`src/rtl/uart_tx_arb.sv`:
```
// Round-robin arbiter sharing one UART transmitter between NREQ byte requesters.
// Each grant latches the byte, pulses tx_en until tx_busy rises, then acks the requester when the frame ends.
module uart_tx_arb #(
  parameter int NREQ     = 4,
  parameter int START_TO = 16
) (
  input  logic                    clk,
  input  logic                    rst,
  input  logic [NREQ-1:0]         req,
  input  logic [8*NREQ-1:0]       req_data,
  output logic [NREQ-1:0]         ack,
  output logic [$clog2(NREQ)-1:0] gnt_id,
  output logic                    busy,
  output logic                    timeout_err,
  output logic                    tx_en,
  output logic [7:0]              tx_dfifo,
  input  logic                    tx_busy
);

  localparam int IDW = $clog2(NREQ);
  localparam int CW  = $clog2(START_TO + 1);

  typedef enum logic [1:0] {IDLE, GNT, XFER, DONE} state_t;

  state_t          state, state_nxt;
  logic [IDW-1:0]  ptr, ptr_nxt;
  logic [CW-1:0]   cnt, cnt_nxt;
  logic [NREQ-1:0] ack_nxt;
  logic [IDW-1:0]  gnt_id_nxt;
  logic            busy_nxt, timeout_err_nxt, tx_en_nxt;
  logic [7:0]      tx_dfifo_nxt;
  logic            win_vld;
  logic [IDW-1:0]  win_id;

  // Explicit wrap so non-power-of-two NREQ never lands on an unused index.
  function automatic logic [IDW-1:0] next_id(input logic [IDW-1:0] id);
    if (id == IDW'(NREQ - 1)) return '0;
    return id + IDW'(1);
  endfunction

  // Scan downward so the requester closest to ptr is the last (winning) assignment.
  always_comb begin
    int idx;
    idx     = 0;
    win_vld = 1'b0;
    win_id  = '0;
    for (int k = NREQ - 1; k >= 0; k--) begin
      idx = int'(ptr) + k;
      if (idx >= NREQ) idx = idx - NREQ;
      if (req[idx]) begin
        win_vld = 1'b1;
        win_id  = IDW'(idx);
      end
    end
  end

  always_comb begin
    state_nxt       = state;
    ptr_nxt         = ptr;
    cnt_nxt         = cnt;
    ack_nxt         = '0;
    gnt_id_nxt      = gnt_id;
    timeout_err_nxt = 1'b0;
    tx_en_nxt       = tx_en;
    tx_dfifo_nxt    = tx_dfifo;
    case (state)
      IDLE: begin
        if (!tx_busy && win_vld) begin
          gnt_id_nxt   = win_id;
          tx_dfifo_nxt = req_data[8*int'(win_id) +: 8];
          tx_en_nxt    = 1'b1;
          cnt_nxt      = '0;
          state_nxt    = GNT;
        end
      end
      GNT: begin
        if (tx_busy) begin
          tx_en_nxt = 1'b0;
          state_nxt = XFER;
        end else if (cnt == CW'(START_TO - 1)) begin
          tx_en_nxt       = 1'b0;
          timeout_err_nxt = 1'b1;
          ptr_nxt         = next_id(gnt_id);
          state_nxt       = IDLE;
        end else begin
          cnt_nxt = cnt + CW'(1);
        end
      end
      XFER: begin
        if (!tx_busy) begin
          ack_nxt[gnt_id] = 1'b1;
          state_nxt       = DONE;
        end
      end
      DONE: begin
        ptr_nxt   = next_id(gnt_id);
        state_nxt = IDLE;
      end
      default: state_nxt = IDLE;
    endcase
    busy_nxt = (state_nxt != IDLE);
  end

  always_ff @(posedge clk or posedge rst) begin
    if (rst) begin
      state       <= IDLE;
      ptr         <= '0;
      cnt         <= '0;
      ack         <= '0;
      gnt_id      <= '0;
      busy        <= 1'b0;
      timeout_err <= 1'b0;
      tx_en       <= 1'b0;
      tx_dfifo    <= 8'h00;
    end else begin
      state       <= state_nxt;
      ptr         <= ptr_nxt;
      cnt         <= cnt_nxt;
      ack         <= ack_nxt;
      gnt_id      <= gnt_id_nxt;
      busy        <= busy_nxt;
      timeout_err <= timeout_err_nxt;
      tx_en       <= tx_en_nxt;
      tx_dfifo    <= tx_dfifo_nxt;
    end
  end

endmodule

```
`config.mk`:
```
export PLATFORM = sky130hd
export DESIGN_NAME = uart_tx_arb
export DESIGN_NICKNAME = d
export VERILOG_FILES = /design/src/rtl/uart_tx_arb.sv
export SDC_FILE = /design/constraint.sdc
export NUM_CORES = 1
export LEC_CHECK = 0
export CELL_PAD_IN_SITES_DETAIL_PLACEMENT = 1
export CELL_PAD_IN_SITES_GLOBAL_PLACEMENT = 2
export CORE_MARGIN = 2
export CORE_UTILIZATION = 27
export CTS_CLUSTER_SIZE = 16
export DETAILED_ROUTE_END_ITERATION = 6
export PLACE_DENSITY = 0.87
export SYNTH_ARGS = -nofsm -noshare
export SYNTH_HDL_FRONTEND = slang
export SYNTH_SLANG_ARGS = --single-unit
```
`constraint.sdc`:
```
create_clock -name clk -period 3.2 [get_ports clk]
set_clock_uncertainty 0.1 [all_clocks]
set_input_delay 0.64 -clock clk [delete_from_list [all_inputs] [get_ports clk]]
set_output_delay 0.64 -clock clk [all_outputs]
set_load 0.1 [all_outputs]
```
==> results.py, run 1 <==
metrics = {
    "logic_synthesis": {
        "synthXorXnorAreaFrac": 0.0124,
        "synth_cell_types": 34,
        "yosysWarnings": 0,
        "synth_area_mm2": 0.00142,
        "synth_common_cells": "dfrtp_1 (26), mux2i_1 (16), nand2_1 (15)",
        "yosysTopAreaCellShare": 0.459,
        "synth-adder-area-share": 0.0618,
        "synth_seq_cells": 26,
        "async_flop_share": 1.00,
        "synthFlopType": "dfrtp_1",
        "synth_cells": 135,
        "synth.most_common_cell": "dfrtp_1",
        "synth_top_family_by_area": "simple AND/OR/NAND/NOR gates",
        "syn_area_per_cell_um2": 10.5,
        "synthesis.nets": 181,
        "netlist.top_cell.by_area": "dfrtp_1",
        "yosys-top-cells-area": "dfrtp_1 (46%), mux2i_1 (11%), ha_1 (6.2%)",
        "synthMuxAreaShare": 0.121,
        "synth_compound_area_frac": 0.116,
        "yosys.area_share.simple": 0.170,
        "synth_enable_flop_cells": 0,
        "ys_seq_area_frac": 0.459,
    },
    "detailed_routing": {
        "dr.first_iter.drc_count": 28,
        "drc": 0,
        "drt-total-wl_mm": 3.60,
        "post_drt_wl_per_cell_um": 13.9,
        "vias": 1197,
        "drtAntennaViolNets": 0,
        "drt-vias-per-instance": 4.62,
        "dr.pass1.iters": 4,
    },
    "pwr": {
        "max-vdd-ir-drop_mv": 0.439,
        "p_seq_frac": 0.288,
        "p_clk_frac": 0.114,
        "p_per_area_mw_per_mm2": 927,
        "leakage_nw": 0.964,
        "p_sw_mw": 1.02,
        "intPower_mw": 0.863,
        "p_sw_frac": 0.541,
        "combPwrFrac": 0.598,
    },
    "sta": {
        "setup_tns_ns": 0,
        "fin_crit_sh": 0.788,
        "worst_pin_slew_ns": 0.634,
        "period_needed_ns": 2.52,
        "slew_headroom": 0.574,
        "hold_viol": 0,
        "slew_viol_final": 0,
        "holdWs_ns": 0.400,
        "rsz0062_at_grt": "no",
        "setup_viol": 0,
        "clock.fmax_mhz": 397,
    },
    "clock_tree": {
        "cts_setup_buffers": 0,
        "cts_root_buf": "clkbuf_8",
        "clk_pin_slew_worst_paths_ns": 0.09,
        "htreeDepth": 1,
        "cts.repair.resized": 0,
        "clock_sinks": 26,
        "cts-buffers-inserted": 3,
        "cts_hold_buf": 0,
        "cts_tree": "done",
        "clock_path_buffers": 2,
        "clk_latency_ns": 0.27,
    },
    "critical_path": {
        "critPathKind": "input port to flop",
        "setup.worst_path.end_class": "flop",
        "critical_path_arrival_ns": 2.56,
        "crit_required_ns": 3.24,
        "path_max_fanout": 13,
        "start_kind": "input port",
    },
    "global_route": {
        "first_global_vias": 1242,
        "grt_pass1_wl_mm": 6.07,
        "antenna_found_initial": 0,
        "overflow": 0,
        "globalRouteTotalUtil": 0.130,
        "grt_max_degree": 27,
    },
    "floorplan": {
        "coreArea_mm2": 0.00507,
        "rows": 26,
        "pin_count": 56,
        "die_x_um": 76.4,
        "die_h_um": 76.4,
        "die-area_mm2": 0.00584,
        "initial_core_util": 0.279,
    },
    "finish": {
        "layout.nets": 236,
        "drive_above_1_share": 0.148,
        "diodes": 0,
        "area_growth_pct": 43.3,
    },
    "place": {
        "dp_hpwl_mm": 2.78,
        "routabilityCongestion": 0.690,
        "io_buffers": 55,
    },
    "status": {
        "status": "finished, final reports clean",
    },
    "worst_hold_path": {
        "hold_path.class": "flop to flop",
    },
    "run": {
        "maxCapViolCount": 0,
    },
}
[registers in the layout, indices dropped and copies added (netlist names)]
name and cells:
timeout_err 1, busy 1, tx_dfifo 8, gnt_id 2, tx_en 1, ptr 2, state 2, cnt 5
ack 4
[stage by stage]
step | cells | power (mW) | util | worst slack (ns) | area (um2)
floorplan | 135 | 1.43 | - | 1.18 | 1420
global placement | 255 | 1.67 | 0.389 | 0.439 | 1970
detailed placement | 255 | 1.69 | 0.389 | 0.339 | 1970
CTS | 259 | 1.91 | 0.400 | 0.623 | 2030
global route | 259 | 1.99 | 0.400 | 0.439 | 2030
finish | 259 | 1.88 | 0.400 | 0.680 | 2030
[power groups by stage]
stage               clock network, mW  logic (mW)  registers (mW)
floorplan                           0       0.389            1.04
global placement                    0        1.12           0.546
detailed placement                  0        1.14           0.550
CTS                             0.220        1.15           0.546
global route                    0.232        1.19           0.562
finish                          0.214        1.12           0.543
[layer usage]
metal  wire length, um  up-vias  global-route usage
met5                 0        -                   0
li1                  -      585                   -
met1              1530      574               0.156
met2              1820       33               0.220
met3               185        5              0.0344
met4                57        0              0.0491
[area by class of cell]
type	instances	area [um2]
sequential	26	651
multi-input combinational	95	687
timing repair buffer	57	523
tap	70	87.6
fill	592	3050
inverter	7	26.3
clock buffer	4	55.1
[path summary, 6_finish.rpt]
| kind | startpoint | endpoint | slack (ns) | cells past startpoint |
|---|---|---|---|---|
| max reg2reg | cnt[0] | cnt[3] | 0.98 | 7 |
| min in group asynchronous | rst | tx_dfifo[5] | 0.62 | 3 |
| max in group asynchronous | rst | ack[2] | 2.12 | 3 |
| max | req[1] | tx_dfifo[7] | 0.68 | 6 |
| min | tx_dfifo[3] | tx_dfifo[3] | 0.40 | 2 |
| min reg2reg | tx_dfifo[3] | tx_dfifo[3] | 0.40 | 2 |
[layout by cell type (no fill, tap or decap), drive strengths merged, types with 3 or more instances in the layout]
master         instances
o21ai                  9
nor2                   7
clkbuf                 4
nand2                 15
and2                   4
ha                     7
buf                   19
mux2i                 16
o221ai                 8
nor2b                  3
clkdlybuf4s50         38
dfrtp                 26
inv                    7
[cell families (layout without fill, tap and decap cells)]
| logic type | count (synthesis) | count (layout) |
|---|---|---|
| compound gates | 24 | 24 |
| fa+ha+maj | 7 | 7 |
| xor+xnor | 2 | 2 |
| mux | 17 | 17 |
| buf+inv | 14 | 68 |
| simple gates | 45 | 45 |
| flops | 26 | 26 |
[critical path, stage by stage]
cell	delay, ns
clkdlybuf4s50_1	0.49
nor4_1	0.52
nor3_2	0.13
nand2b_2	0.25
or2_1	0.34
o221ai_1	0.18
Note: power is estimated with default switching activity, not from simulation.
==> run 2: changes to the inputs <==
--- a/config.mk
+++ b/config.mk
@@ -8,10 +8,10 @@
 export CELL_PAD_IN_SITES_DETAIL_PLACEMENT = 1
 export CELL_PAD_IN_SITES_GLOBAL_PLACEMENT = 2
 export CORE_MARGIN = 2
-export CORE_UTILIZATION = 27
+export CORE_UTILIZATION = 23
 export CTS_CLUSTER_SIZE = 16
 export DETAILED_ROUTE_END_ITERATION = 6
-export PLACE_DENSITY = 0.87
+export PLACE_DENSITY = 0.79
 export SYNTH_ARGS = -nofsm -noshare
 export SYNTH_HDL_FRONTEND = slang
 export SYNTH_SLANG_ARGS = --single-unit
==> constraint.sdc (replaced) <==
create_clock -name clk -period 2.1 [get_ports clk]
set_clock_uncertainty 0.1 [all_clocks]
set_input_delay 0.42 -clock clk [delete_from_list [all_inputs] [get_ports clk]]
set_output_delay 0.42 -clock clk [all_outputs]
set_load 0.1 [all_outputs]
==> run 2 against run 1 <==
  * Total power rose by 65%
  * Final area rose by 7.8%
  * Combinational power rose by 65%
  * Critical path depth did not move
  * Final cell count rose by 7.3%
  * First-iteration DRC count rose by 120%
  * Sequential power rose by 51%
  * Worst hold slack got worse by 0.0013 ns
==> results.py, run 2 (same netlist as run 1, synthesis figures left out) <==
metrics = {
    "critical_path": {
        "crit_cells": 6,
        "critPathBufInv": 0,
        "critPathKind": "flop to flop",
        "critical_path_arrival_ns": 2.07,
        "critPathMostFrequentCell": "ha_1",
        "slowest_stage": "dfrtp_1",
        "start_kind": "flop",
        "path_max_fanout": 3,
        "setup.worst_path.end_class": "flop",
        "reg2reg_slack_ns": 0.10,
        "worstReg2RegStart": "cnt[1]",
        "max_stage_delay_ns": 0.42,
        "cp_cell_sequence": "ha_1, and3_1, ha_1, nor2b_1, o21ai_0, mux2_2",
        "reg2reg_depth": 6,
        "crit_required_ns": 2.18,
        "crit_family": "flip-flops",
        "regToRegEndpoint": "ptr[1]",
    },
    "clock_tree": {
        "cts_hold_buf": 0,
        "cts_root_buf": "clkbuf_8",
        "clock_sinks": 26,
        "htreeDepth": 1,
        "cts_tree": "done",
        "clk_pin_slew_worst_paths_ns": 0.10,
        "cts-buffers-inserted": 3,
        "clock_path_buffers": 2,
        "clk_latency_ns": 0.28,
    },
    "global_route": {
        "overflow": 0,
        "grt_max_degree": 27,
        "antenna_found_initial": 0,
        "globalRouteTotalUtil": 0.124,
        "first_global_vias": 1385,
        "grt_pass1_wl_mm": 6.48,
    },
    "finish": {
        "drive_above_1_share": 0.212,
        "layout_common_cells": "clkdlybuf4s50_1 (38), buf_4 (31), dfrtp_1 (26)",
        "top_regs": "tx_dfifo (8), cnt (5), ack (4)",
        "largest_reg_flops": 8,
        "nFillCells": 660,
        "final_cells": 278,
        "diodes": 0,
        "final_common_cell": "clkdlybuf4s50_1",
        "area_growth_pct": 54.5,
        "top_register": "tx_dfifo",
        "layout.nets": 250,
    },
    "sta": {
        "setup_tns_ns": 0,
        "worst_pin_slew_ns": 0.397,
        "slew_headroom": 0.733,
        "slew_viol_final": 0,
        "period_needed_ns": 2.00,
        "fin_crit_sh": 0.951,
        "rsz0062_at_grt": "no",
        "setup_viol": 0,
        "hold_viol": 0,
        "clock.fmax_mhz": 501,
    },
    "status": {
        "status": "finished, final reports clean",
    },
    "floorplan": {
        "initial_core_util": 0.239,
        "die-area_mm2": 0.00680,
        "die_x_um": 82.5,
        "die_h_um": 82.5,
        "rows": 28,
        "coreArea_mm2": 0.00592,
        "pin_count": 56,
    },
    "detailed_routing": {
        "dr_wl_met3_um": 242,
        "drt-total-wl_mm": 3.96,
        "drt-vias-per-instance": 4.54,
        "drc": 0,
        "drtAntennaViolNets": 0,
        "met2_length_mm": 1.99,
        "wl_met1_mm": 1.69,
        "post_drt_wl_per_cell_um": 14.2,
        "dr.first_iter.drc_count": 61,
        "dr.pass1.iters": 3,
        "highest_layer": "met4",
        "vias": 1262,
    },
    "run": {
        "maxCapViolCount": 0,
    },
    "place": {
        "dp_hpwl_mm": 3.01,
        "io_buffers": 55,
        "routabilityCongestion": 0.735,
        "dp.cells": 273,
    },
    "pwr": {
        "p_per_area_mw_per_mm2": 1420,
        "leakage_nw": 1.05,
        "max-vdd-ir-drop_mv": 0.567,
        "fin_total_pwr_mw": 3.11,
    },
    "worst_hold_path": {
        "hold_path.class": "input port to async pin",
    },
}
## run 2: cell types whose count changed in the layout (fill, tap and decap cells not counted), sizes merged
cell	change
buf	+14
bufinv	+1
clkbuf	-1
## run 2: final cells by class
class / count / area (um2) / area share
well taps: 75 / 93.8 / 0.0429
flip-flops and latches: 26 / 651 / 0.297
clock buffers: 3 / 41.3 / 0.0189
multi-input cells: 95 / 693 / 0.317
inverters: 7 / 26.3 / 0.0120
clock inverters: 1 / 30.0 / 0.0137
repair buffers: 71 / 653 / 0.298
## run 2: tightest hold or removal path, cell delays in order
cell and delay (ns):
clkdlybuf4s50_1 0.40, inv_1 0.05, buf_4 0.33
## run 2: through the flow
stage | hold WS, ns | area, um2 | utilization | worst slack [ns]
floorplan | 0.360 | 1420 | - | 0.0818
global placement | 0.374 | 2100 | 0.355 | -0.145
detailed placement | 0.380 | 2100 | 0.355 | -0.202
CTS | 0.410 | 2170 | 0.367 | 0.0227
global route | 0.426 | 2190 | 0.370 | 0.00658
finish | 0.399 | 2190 | 0.370 | 0.102
## run 2: worst max path at each step
stage / startpoint / end / slack [ns]
floorplan: cnt[0] / cnt[3] / 0.08
global placement: req[1] / tx_dfifo[3] / -0.14
detailed placement: req[0] / tx_dfifo[1] / -0.20
CTS: cnt[1] / cnt[3] / 0.02
global route: req[0] / tx_dfifo[3] / 0.007
finish: cnt[1] / ptr[1] / 0.10
## run 2: layer usage
layer / vias to the layer above / global-route usage
li1: 608 / -
met1: 616 / 0.156
met2: 34 / 0.211
met3: 4 / 0.0304
met4: 0 / 0.0350
met5: - / 0
## run 2: timing repair
action	in CTS	in global routing
endpoints found under the setup margin	0	2
gates resized for setup	0	1
buffers inserted	0	1
## run 2: where the power goes
| part | internal [mW] | leakage (nW) | switching, mW |
|---|---|---|---|
| clock network | 0.255 | 0.0357 | 0.175 |
| registers | 0.667 | 0.334 | 0.155 |
| logic | 0.585 | 0.681 | 1.27 |
| total | 1.51 | 1.05 | 1.60 |
==> run 3: changes to the inputs <==
--- a/config.mk
+++ b/config.mk
@@ -7,6 +7,7 @@
 export LEC_CHECK = 0
 export CELL_PAD_IN_SITES_DETAIL_PLACEMENT = 1
 export CELL_PAD_IN_SITES_GLOBAL_PLACEMENT = 2
+export CORE_ASPECT_RATIO = 1.25
 export CORE_MARGIN = 2
 export CORE_UTILIZATION = 23
 export CTS_CLUSTER_SIZE = 16
==> run 3 against run 2 <==
  * Fmax shrank 0.63%
  * Final area shrank 0.34%
  * Largest power group unchanged
  * Worst hold slack gained 0.0022 ns
  * Worst setup slack lost 0.013 ns
  * Final cell count grew 1.8%
  * Critical path depth is the same
  * Critical path type unchanged
  * Highest routed layer unchanged
  * Total power shrank 4.0%
  * Register-to-register slack is essentially flat
  * Die area is essentially flat
==> results.py, run 3 (same netlist as run 1, synthesis figures left out) <==
metrics = {
    "clock_tree": {
        "htreeDepth": 1,
        "cts-buffers-inserted": 3,
        "clock_sinks": 26,
        "cts_tree": "done",
        "clock_path_buffers": 2,
        "clk_latency_ns": 0.27,
        "clk_pin_slew_worst_paths_ns": 0.09,
        "cts_hold_buf": 0,
        "cts_root_buf": "clkbuf_8",
    },
    "critical_path": {
        "critPathBufInv": 0,
        "critPathKind": "flop to flop",
        "setup.worst_path.end_class": "flop",
        "slowest_stage": "dfrtp_1",
        "crit_required_ns": 2.16,
        "cp_cell_sequence": "ha_1, and3_1, ha_1, nor2b_1, o21ai_0, mux2_2",
        "path_max_fanout": 4,
        "crit_family": "adder cells",
        "start_kind": "flop",
        "critPathMostFrequentCell": "ha_1",
        "reg2reg_slack_ns": 0.09,
        "max_stage_delay_ns": 0.42,
        "critical_path_arrival_ns": 2.07,
    },
    "finish": {
        "nFillCells": 681,
        "layout.nets": 248,
        "top_regs": "tx_dfifo (8), cnt (5), ack (4)",
        "final_cells": 283,
        "diodes": 0,
        "layout_common_cells": "clkdlybuf4s50_1 (38), buf_4 (28), dfrtp_1 (26)",
        "largest_reg_flops": 8,
        "drive_above_1_share": 0.209,
        "final_common_cell": "clkdlybuf4s50_1",
        "postLayoutCellArea_mm2": 0.00218,
        "top_register": "tx_dfifo",
        "area_growth_pct": 54.0,
    },
    "place": {
        "dp_slack_ns": -0.174,
        "io_buffers": 55,
        "routabilityCongestion": 0.697,
        "dp_hpwl_mm": 2.94,
        "dp.cells": 279,
        "placed_area_mm2": 0.00212,
    },
    "detailed_routing": {
        "drc": 0,
        "dr.first_iter.drc_count": 26,
        "drtAntennaViolNets": 0,
        "vias": 1241,
        "drt-total-wl_mm": 3.80,
        "dr.pass1.iters": 2,
        "drt-vias-per-instance": 4.39,
        "post_drt_wl_per_cell_um": 13.4,
    },
    "global_route": {
        "top_usage_layer": "met2",
        "first_global_vias": 1314,
        "grt_max_degree": 27,
        "met3_usage": 0.0187,
        "use_met2": 0.194,
        "grt_pass1_wl_mm": 6.18,
        "antenna_found_initial": 0,
        "globalRouteTotalUtil": 0.117,
        "grtUsageMet1": 0.151,
        "overflow": 0,
    },
    "pwr": {
        "max-vdd-ir-drop_mv": 0.613,
        "fin_total_pwr_mw": 2.98,
        "p_per_area_mw_per_mm2": 1370,
        "leakage_nw": 1.03,
    },
    "floorplan": {
        "initial_core_util": 0.242,
        "die_h_um": 91.7,
        "die_x_um": 74.2,
        "rows": 31,
        "die-area_mm2": 0.00681,
        "pin_count": 56,
        "coreArea_mm2": 0.00586,
    },
    "sta": {
        "period_needed_ns": 2.01,
        "hold_viol": 0,
        "fin_crit_sh": 0.957,
        "slew_viol_final": 0,
        "worst_pin_slew_ns": 0.565,
        "clock.fmax_mhz": 497,
        "setup_tns_ns": 0,
        "setup_viol": 0,
        "setup_ws_ns": 0.0897,
        "rsz0062_at_grt": "no",
        "slew_headroom": 0.620,
    },
    "worst_hold_path": {
        "hold_path.class": "flop to flop",
    },
    "run": {
        "maxCapViolCount": 0,
    },
    "status": {
        "status": "finished, final reports clean",
    },
}
run 3: cell count changes in the layout (fill, tap and decap cells not counted), sizes merged:
cell / delta
buf: -2
bufinv: -1
clkbuf: +1
run 3: stage by stage:
| step | utilization | hold WS [ns] |
|---|---|---|
| 2_1_floorplan | - | 0.360 |
| 3_3_place_gp | 0.361 | 0.369 |
| 3_5_place_dp | 0.361 | 0.382 |
| 4_1_cts | 0.371 | 0.408 |
| 5_1_grt | 0.372 | 0.439 |
| 6_report | 0.372 | 0.401 |
run 3: tightest hold or removal path: cells and delay by family (launching register included):
family           cells  cell delay, ns
AO/OA/AOI/OAI        1            0.06
AND/OR/NAND/NOR      1            0.05
flip-flops           1            0.36
run 3: final cells by class:
cell class / instances / area, um2 / area share
timing repair buffer: 69 / 651 / 0.298
clock buffer: 4 / 55.1 / 0.0252
multi-input combinational: 95 / 696 / 0.319
inverter: 7 / 26.3 / 0.0120
sequential: 26 / 651 / 0.298
tap: 82 / 103 / 0.0470
run 3: where the power goes:
| part | internal [mW] | leakage [nW] | switching, mW |
|---|---|---|---|
| clock network | 0.168 | 0.0288 | 0.160 |
| logic | 0.580 | 0.672 | 1.25 |
| registers | 0.667 | 0.334 | 0.163 |
| total | 1.41 | 1.03 | 1.57 |
run 3: timing repair:
action,4_1_cts,5_1_grt
buffers inserted,0,0
gates resized for setup,0,2
endpoints found under the setup margin,0,2
hold endpoints to repair,0,0
run 3: path summary, 6_finish.rpt:
path	depth (start not counted)	from	endpoint
min reg2reg	2	tx_dfifo[2]	tx_dfifo[2]
max reg2reg	6	cnt[0]	ptr[1]
max in group asynchronous	3	rst	gnt_id[1]
min in group asynchronous	3	rst	tx_dfifo[3]
max	6	cnt[0]	ptr[1]
min	2	tx_dfifo[2]	tx_dfifo[2]
run 3: metal layers:
metal	vias to the layer above	wire, um
li1	607	-
met2	35	1850
met4	0	44
met3	5	168
met5	-	0
met1	594	1730
